==> src/rtl/text_render_pipeline.sv <==
// rtl/text_render_pipeline.sv - five-stage pipelined text overlay: cell addressing, glyph fetch, cursor, delayed syncs
// Blinking cursor is built only when TEXT_RENDER_CURSOR_BLINK_EN is defined; otherwise the cursor is steady.
module text_render_pipeline #(
    parameter int COLS         = 80,
    parameter int ROWS         = 30,
    parameter int CHAR_WIDTH   = 8,
    parameter int CHAR_HEIGHT  = 16,
    parameter int OFFSET_LEFT  = 0,
    parameter int OFFSET_TOP   = 0,
    parameter int CODE_W       = 7,
    parameter int NUM_FONTS    = 2,
    parameter int BLINK_FRAMES = 30,
    localparam int FW = (NUM_FONTS > 1) ? $clog2(NUM_FONTS) : 1,
    localparam int XW = (COLS > 1) ? $clog2(COLS) : 1,
    localparam int YW = (ROWS > 1) ? $clog2(ROWS) : 1,
    localparam int RW = $clog2(CHAR_HEIGHT)
) (
    input  logic                  clk,
    input  logic                  reset,
    input  logic [9:0]            pixel_x,
    input  logic [9:0]            pixel_y,
    input  logic                  video_on,
    input  logic                  hsync_in,
    input  logic                  vsync_in,
    input  logic                  frame_tick,
    input  logic [FW-1:0]         font_sel,
    input  logic                  cursor_en,
    input  logic [XW-1:0]         cursor_x,
    input  logic [YW-1:0]         cursor_y,
    output logic [XW-1:0]         read_x,
    output logic [YW-1:0]         read_y,
    input  logic [CODE_W-1:0]     char_at_pos,
    output logic [CODE_W-1:0]     glyph_code,
    output logic [FW-1:0]         glyph_font,
    output logic [RW-1:0]         glyph_row,
    input  logic [CHAR_WIDTH-1:0] glyph_line,
    output logic                  text_bit_on,
    output logic                  video_on_out,
    output logic                  hsync_out,
    output logic                  vsync_out
);
    localparam int              CWL      = $clog2(CHAR_WIDTH);
    localparam logic [9:0]      OFF_L    = 10'(OFFSET_LEFT);
    localparam logic [9:0]      OFF_T    = 10'(OFFSET_TOP);
    localparam logic [9:0]      COLS_V   = 10'(COLS);
    localparam logic [9:0]      ROWS_V   = 10'(ROWS);
    localparam logic [CWL-1:0]  COL_LAST = CWL'(CHAR_WIDTH - 1);

    typedef struct packed {
        logic           vld;
        logic           vid;
        logic           hs;
        logic           vs;
        logic           area;
        logic           inv;
        logic [CWL-1:0] col;
        logic [RW-1:0]  row;
        logic [FW-1:0]  font;
    } side_t;

    logic [9:0]        ax;
    logic [9:0]        ay;
    logic [9:0]        cell_x;
    logic [9:0]        cell_y;
    logic              in_area;
    logic              cursor_hit;
    logic              blink_phase;
    logic [XW-1:0]     read_x_d;
    logic [YW-1:0]     read_y_d;
    side_t             side_d;
    side_t             side_q [4];
    logic              pix_bit;

    logic [XW-1:0]     read_x_q;
    logic [YW-1:0]     read_y_q;
    logic [CODE_W-1:0] glyph_code_q;
    logic [FW-1:0]     glyph_font_q;
    logic [RW-1:0]     glyph_row_q;
    logic              text_bit_q;
    logic              video_on_q;
    logic              hsync_q;
    logic              vsync_q;

`ifdef TEXT_RENDER_CURSOR_BLINK_EN
    localparam int BW = (BLINK_FRAMES > 1) ? $clog2(BLINK_FRAMES) : 1;

    logic [BW-1:0] blink_cnt_q;
    logic          blink_phase_q;

    always_ff @(posedge clk) begin
        if (reset) begin
            blink_cnt_q   <= '0;
            blink_phase_q <= 1'b1;
        end else if (frame_tick) begin
            if (blink_cnt_q == BW'(BLINK_FRAMES - 1)) begin
                blink_cnt_q   <= '0;
                blink_phase_q <= ~blink_phase_q;
            end else begin
                blink_cnt_q <= blink_cnt_q + 1'b1;
            end
        end
    end

    assign blink_phase = blink_phase_q;
`else
    logic unused_frame_tick;

    assign unused_frame_tick = frame_tick & (BLINK_FRAMES > 0);
    assign blink_phase       = 1'b1;
`endif

    // Pixels left of / above the offset wrap to large values and fail the bound checks below.
    always_comb begin
        ax       = pixel_x - OFF_L;
        ay       = pixel_y - OFF_T;
        cell_x   = ax >> CWL;
        cell_y   = ay >> RW;
        in_area  = (pixel_x >= OFF_L) && (pixel_y >= OFF_T) &&
                   (cell_x < COLS_V) && (cell_y < ROWS_V);
        // cell is bounded by in_area, so an out-of-range cursor can never match
        cursor_hit = cursor_en && in_area &&
                     (cell_x == 10'(cursor_x)) && (cell_y == 10'(cursor_y));
        read_x_d = in_area ? cell_x[XW-1:0] : '0;
        read_y_d = in_area ? cell_y[YW-1:0] : '0;

        side_d      = '0;
        side_d.vld  = 1'b1;
        side_d.vid  = video_on;
        side_d.hs   = hsync_in;
        side_d.vs   = vsync_in;
        side_d.area = in_area;
        side_d.inv  = cursor_hit && blink_phase;
        side_d.col  = ax[CWL-1:0];
        side_d.row  = ay[RW-1:0];
        side_d.font = font_sel;
    end

    assign pix_bit = glyph_line[COL_LAST - side_q[3].col];

    always_ff @(posedge clk) begin
        if (reset) begin
            read_x_q     <= '0;
            read_y_q     <= '0;
            glyph_code_q <= '0;
            glyph_font_q <= '0;
            glyph_row_q  <= '0;
            text_bit_q   <= 1'b0;
            video_on_q   <= 1'b0;
            hsync_q      <= 1'b0;
            vsync_q      <= 1'b0;
            for (int i = 0; i < 4; i++) begin
                side_q[i] <= '0;
            end
        end else begin
            read_x_q  <= read_x_d;
            read_y_q  <= read_y_d;
            side_q[0] <= side_d;
            for (int i = 1; i < 4; i++) begin
                side_q[i] <= side_q[i-1];
            end
            // vld keeps stale buffer data from leaking out while the pipe refills after reset
            glyph_code_q <= side_q[1].vld ? char_at_pos : '0;
            glyph_font_q <= side_q[1].font;
            glyph_row_q  <= side_q[1].row;
            text_bit_q   <= side_q[3].vid && side_q[3].area && (pix_bit ^ side_q[3].inv);
            video_on_q   <= side_q[3].vid;
            hsync_q      <= side_q[3].hs;
            vsync_q      <= side_q[3].vs;
        end
    end

    assign read_x       = read_x_q;
    assign read_y       = read_y_q;
    assign glyph_code   = glyph_code_q;
    assign glyph_font   = glyph_font_q;
    assign glyph_row    = glyph_row_q;
    assign text_bit_on  = text_bit_q;
    assign video_on_out = video_on_q;
    assign hsync_out    = hsync_q;
    assign vsync_out    = vsync_q;

endmodule

==> config.mk <==
export PLATFORM = sky130hd
export DESIGN_NAME = text_render_pipeline
export DESIGN_NICKNAME = d
export VERILOG_FILES = /design/src/rtl/text_render_pipeline.sv
export SDC_FILE = /design/constraint.sdc
export NUM_CORES = 1
export LEC_CHECK = 0
export ABC_AREA = 1
export CORE_MARGIN = 8
export CORE_UTILIZATION = 46
export CTS_BUF_LIST = sky130_fd_sc_hd__clkbuf_4
export CTS_CLUSTER_DIAMETER = 150
export DETAILED_ROUTE_END_ITERATION = 6
export PLACE_DENSITY = 0.81
export SYNTH_ARGS = -nofsm -noshare
export SYNTH_HDL_FRONTEND = slang
export SYNTH_SLANG_ARGS = --single-unit
==> constraint.sdc <==
create_clock -name clk -period 1.2 [get_ports clk]
set_clock_uncertainty 0.15 [all_clocks]
set_input_delay 0.36 -clock clk [delete_from_list [all_inputs] [get_ports clk]]
set_output_delay 0.36 -clock clk [all_outputs]
set_load 0.01 [all_outputs]
==> metrics.txt <==
status=finished with violations; failing checks=setup timing; TritonCTS clock tree=yes; Initial Utilization=47.56%; initial antenna violation count=0; critical hold path startpoint=pixel_y[4]; CTS Root Buffer Type=clkbuf_4; first-pass GRT wire length=7383 um; hold path endpoint=read_y[0]$_SDFF_PP0_; R2R Path End=text_bit_on$_SDFF_PP0_; Buf/Inv on CP=1; Cell Rows=26; io pins=83; dpl cells=441; mux cell area share after synthesis=0%; Layout Cells excl Fill=457; share of cells above drive strength 1=21.19%; Synth Area in Adders=0%; crit path capture type=primary output; sw power=984.8 uW; Die H=88.44 um; clock insertion delay at the later pin of the skew report=0.39 ns; Syn Area/Cell=8.266 um^2; CP max stage cell=dfxtp_1; r2r worst-path depth=6; vias in the first global route=between 1500 and 2000; final core area utilization=66.67%; setup ws final=-0.1629 ns; CP Launch Type=flop; die area=7821 um^2; critical path peak fanout=1; Post-Syn Nets=between 300 and 400; GRT met2 Usage=roughly a fifth; post-DP HPWL=3660 um; synthesis-to-layout area growth=40.18%; antenna-violating nets left=0; Critical Path RT=0.69 ns; vias=around 1900; largest net degree at the start of global routing=21; Worst Setup Path Type=flop to primary output; DR vias/cell=4.070; RSZ-0062 raised after global routing=yes; clock share of power=29.3%; DP Worst Slack=-0.4290 ns; Comb pwr share=10.7%; Worst Path Arrival=0.85 ns; Post-Synth Simple-Gate Area=roughly a fifth; # diodes=0; count of input and output buffers=81; Max-Cap Viols=0; CP delay by family, top=flip-flops; Synth Area in XOR/XNOR=roughly 1.5%; fillers=430; Seq pwr share=roughly three fifths; compound-cell area share of the yosys netlist=1.918%; Yosys warnings=0; crit path cell chain=buf_2; final wirelength=4670 um; CTS sink count=72; Switching Fraction=23.76%; largest family of logic cells by synthesized area=simple AND/OR/NAND/NOR gates; CTS clock-pin slew for the worst setup and hold paths=0.11 ns; max-slew violations=0; routability cong.=about 0.77; VDD IR max=0.5432 mV; Post-Syn Area=approximately 2400 um^2; CTS buffer count=9; Final setup violation count=28; fin crit share=113.6%; Hold Crit Class=primary input to flop; post-synthesis sequential area ratio=59.72%; most frequent cells in the layout=inv_1 (80), nor2_1 (67), dfxtp_1 (61), clkdlybuf4s50_1 (41), nand2_1 (25); DRC=0; final-stage net count=437; Pwr Density=roughly 1200 nW/um^2; Die W=88.44 um; slew margin rel.=84.08%; core area=between 5000 and 6000 um^2; post-detailed-route wirelength per cell=10.22 um; met3 usage in global routing=8.542%; met1 usage=between 10% and 20%; commonest non-fill, non-tap cell in the layout=inv_1; GRT overflow=0; gr busiest metal=met2; internal power=about 3.2 mW; Fin. Hold Viols=0; reg-to-reg startpoint=side_q[3][5]$_SDFF_PP0_; DR pass1 iterations=4; H-tree depth=3; flop2flop setup slack=0.10 ns; Gate Count Post-Synth=roughly 300; Starting DRT DRC Count=53; Hold Path Stages=3; Worst-Margin Slew=0.2382 ns; Crit path largest cell delay=~0.33 ns; Total GRT Usage=roughly an eighth; post-route minimum period=roughly 1.4 ns; Max Freq=733.7 MHz; Longest Clk Path Bufs=2; static leakage=1.732 nW; post-synth cell types=21; Synth Register Bits=72; total power=just over 4 mW
[area by class of cell]
type                            count  area (um^2)  share of cell area, %
Sequential cell                    72         1455                  43.01
Timing Repair Buffer               90        835.8                  24.70
Multi-Input combinational cell    124        575.6                  17.01
Inverter                           85        319.1                  9.430
Tap cell                           70        87.58                  2.589
Clock buffer                       10        75.07                  2.219
Clock inverter                      6        35.03                  1.036
[worst max path at each step]
stage                                   from                       to  depth (start not counted)
global route         glyph_row[1]$_SDFF_PP0_             glyph_row[1]                          1
global placement                  pixel_y[8]  side_q[0][8]$_SDFF_PP0_                          8
finish              glyph_code[5]$_SDFF_PP0_            glyph_code[5]                          1
detailed placement                pixel_x[8]     read_y[1]$_SDFF_PP0_                          5
floorplan                              reset  side_q[1][0]$_SDFF_PP0_                          4
CTS                 glyph_code[5]$_SDFF_PP0_            glyph_code[5]                          1
[metrics by stage]
stage          hold slack, ns  TNS [ns]  area [um^2]
3_3_place_gp           0.2389    -9.186         3309
6_report              0.09483    -3.944         3383
3_5_place_dp           0.2416    -9.621         3309
4_1_cts               0.08228    -4.868         3306
5_1_grt               0.09097    -5.404         3383
2_1_floorplan          0.2383         0         2414
[flip-flops by register name (all words and copies together) (netlist names)]
signal and cells:
video_on_out 1, glyph_row 3, read_x 7, read_y 5
text_bit_on 1, hsync_out 1, vsync_out 1, side_q 46
glyph_code 7
[what timing repair did]
item / in CTS / in global routing
endpoints found under the setup margin: 28 / 41
hold buffers: 0 / 0
buffers inserted: 0 / 0
pin swaps: 0 / 7
resized for setup: 117 / 33
endpoints found under the hold margin: 0 / 0
[kinds of logic after synthesis]
logic type,count (synthesis)
DFF,72
xor gates and xnor gates,4
buffers and inverters,96
AOI/OAI and AO/OA,8
and+or+nand+nor,112
[per-layer routing]
layer / vias up / routed length, um / share of wire [%]
met2: 74 / 2104 / 45
met5: - / 0 / 0
li1: 994 / - / -
met3: 6 / 661 / 14
met1: 786 / 1837 / 39
met4: 0 / 66 / 1.4
[power groups by stage]
stage	clock network [mW]	registers (mW)	logic, mW
floorplan	0	2.55	0.175
global placement	0	2.54	0.451
detailed placement	0	2.54	0.463
CTS	1.26	2.48	0.445
global route	1.37	2.49	0.492
finish	1.21	2.49	0.445
[synthesized netlist by cell type]
library cell | instances | share of area (%)
nand3b_1 | 1 | 0.31
buf_4 | 4 | 1.2
nor2_2 | 8 | 2.1
nor2_4 | 1 | 0.47
nand3_2 | 5 | 2.1
nor2_1 | 67 | 10
inv_2 | 2 | 0.31
nand2_1 | 25 | 3.9
nand3_1 | 1 | 0.21
nand4_1 | 3 | 0.78
xnor2_1 | 3 | 1.1
and3_1 | 1 | 0.26
xor2_1 | 1 | 0.36
a21oi_1 | 1 | 0.21
o22ai_1 | 2 | 0.52
o21ai_2 | 1 | 0.36
buf_6 | 2 | 0.93
o21ai_0 | 4 | 0.83
buf_2 | 5 | 1.0
dfxtp_1 | 72 | 60
inv_1 | 83 | 13
Power figures use the tool's default switching activity.
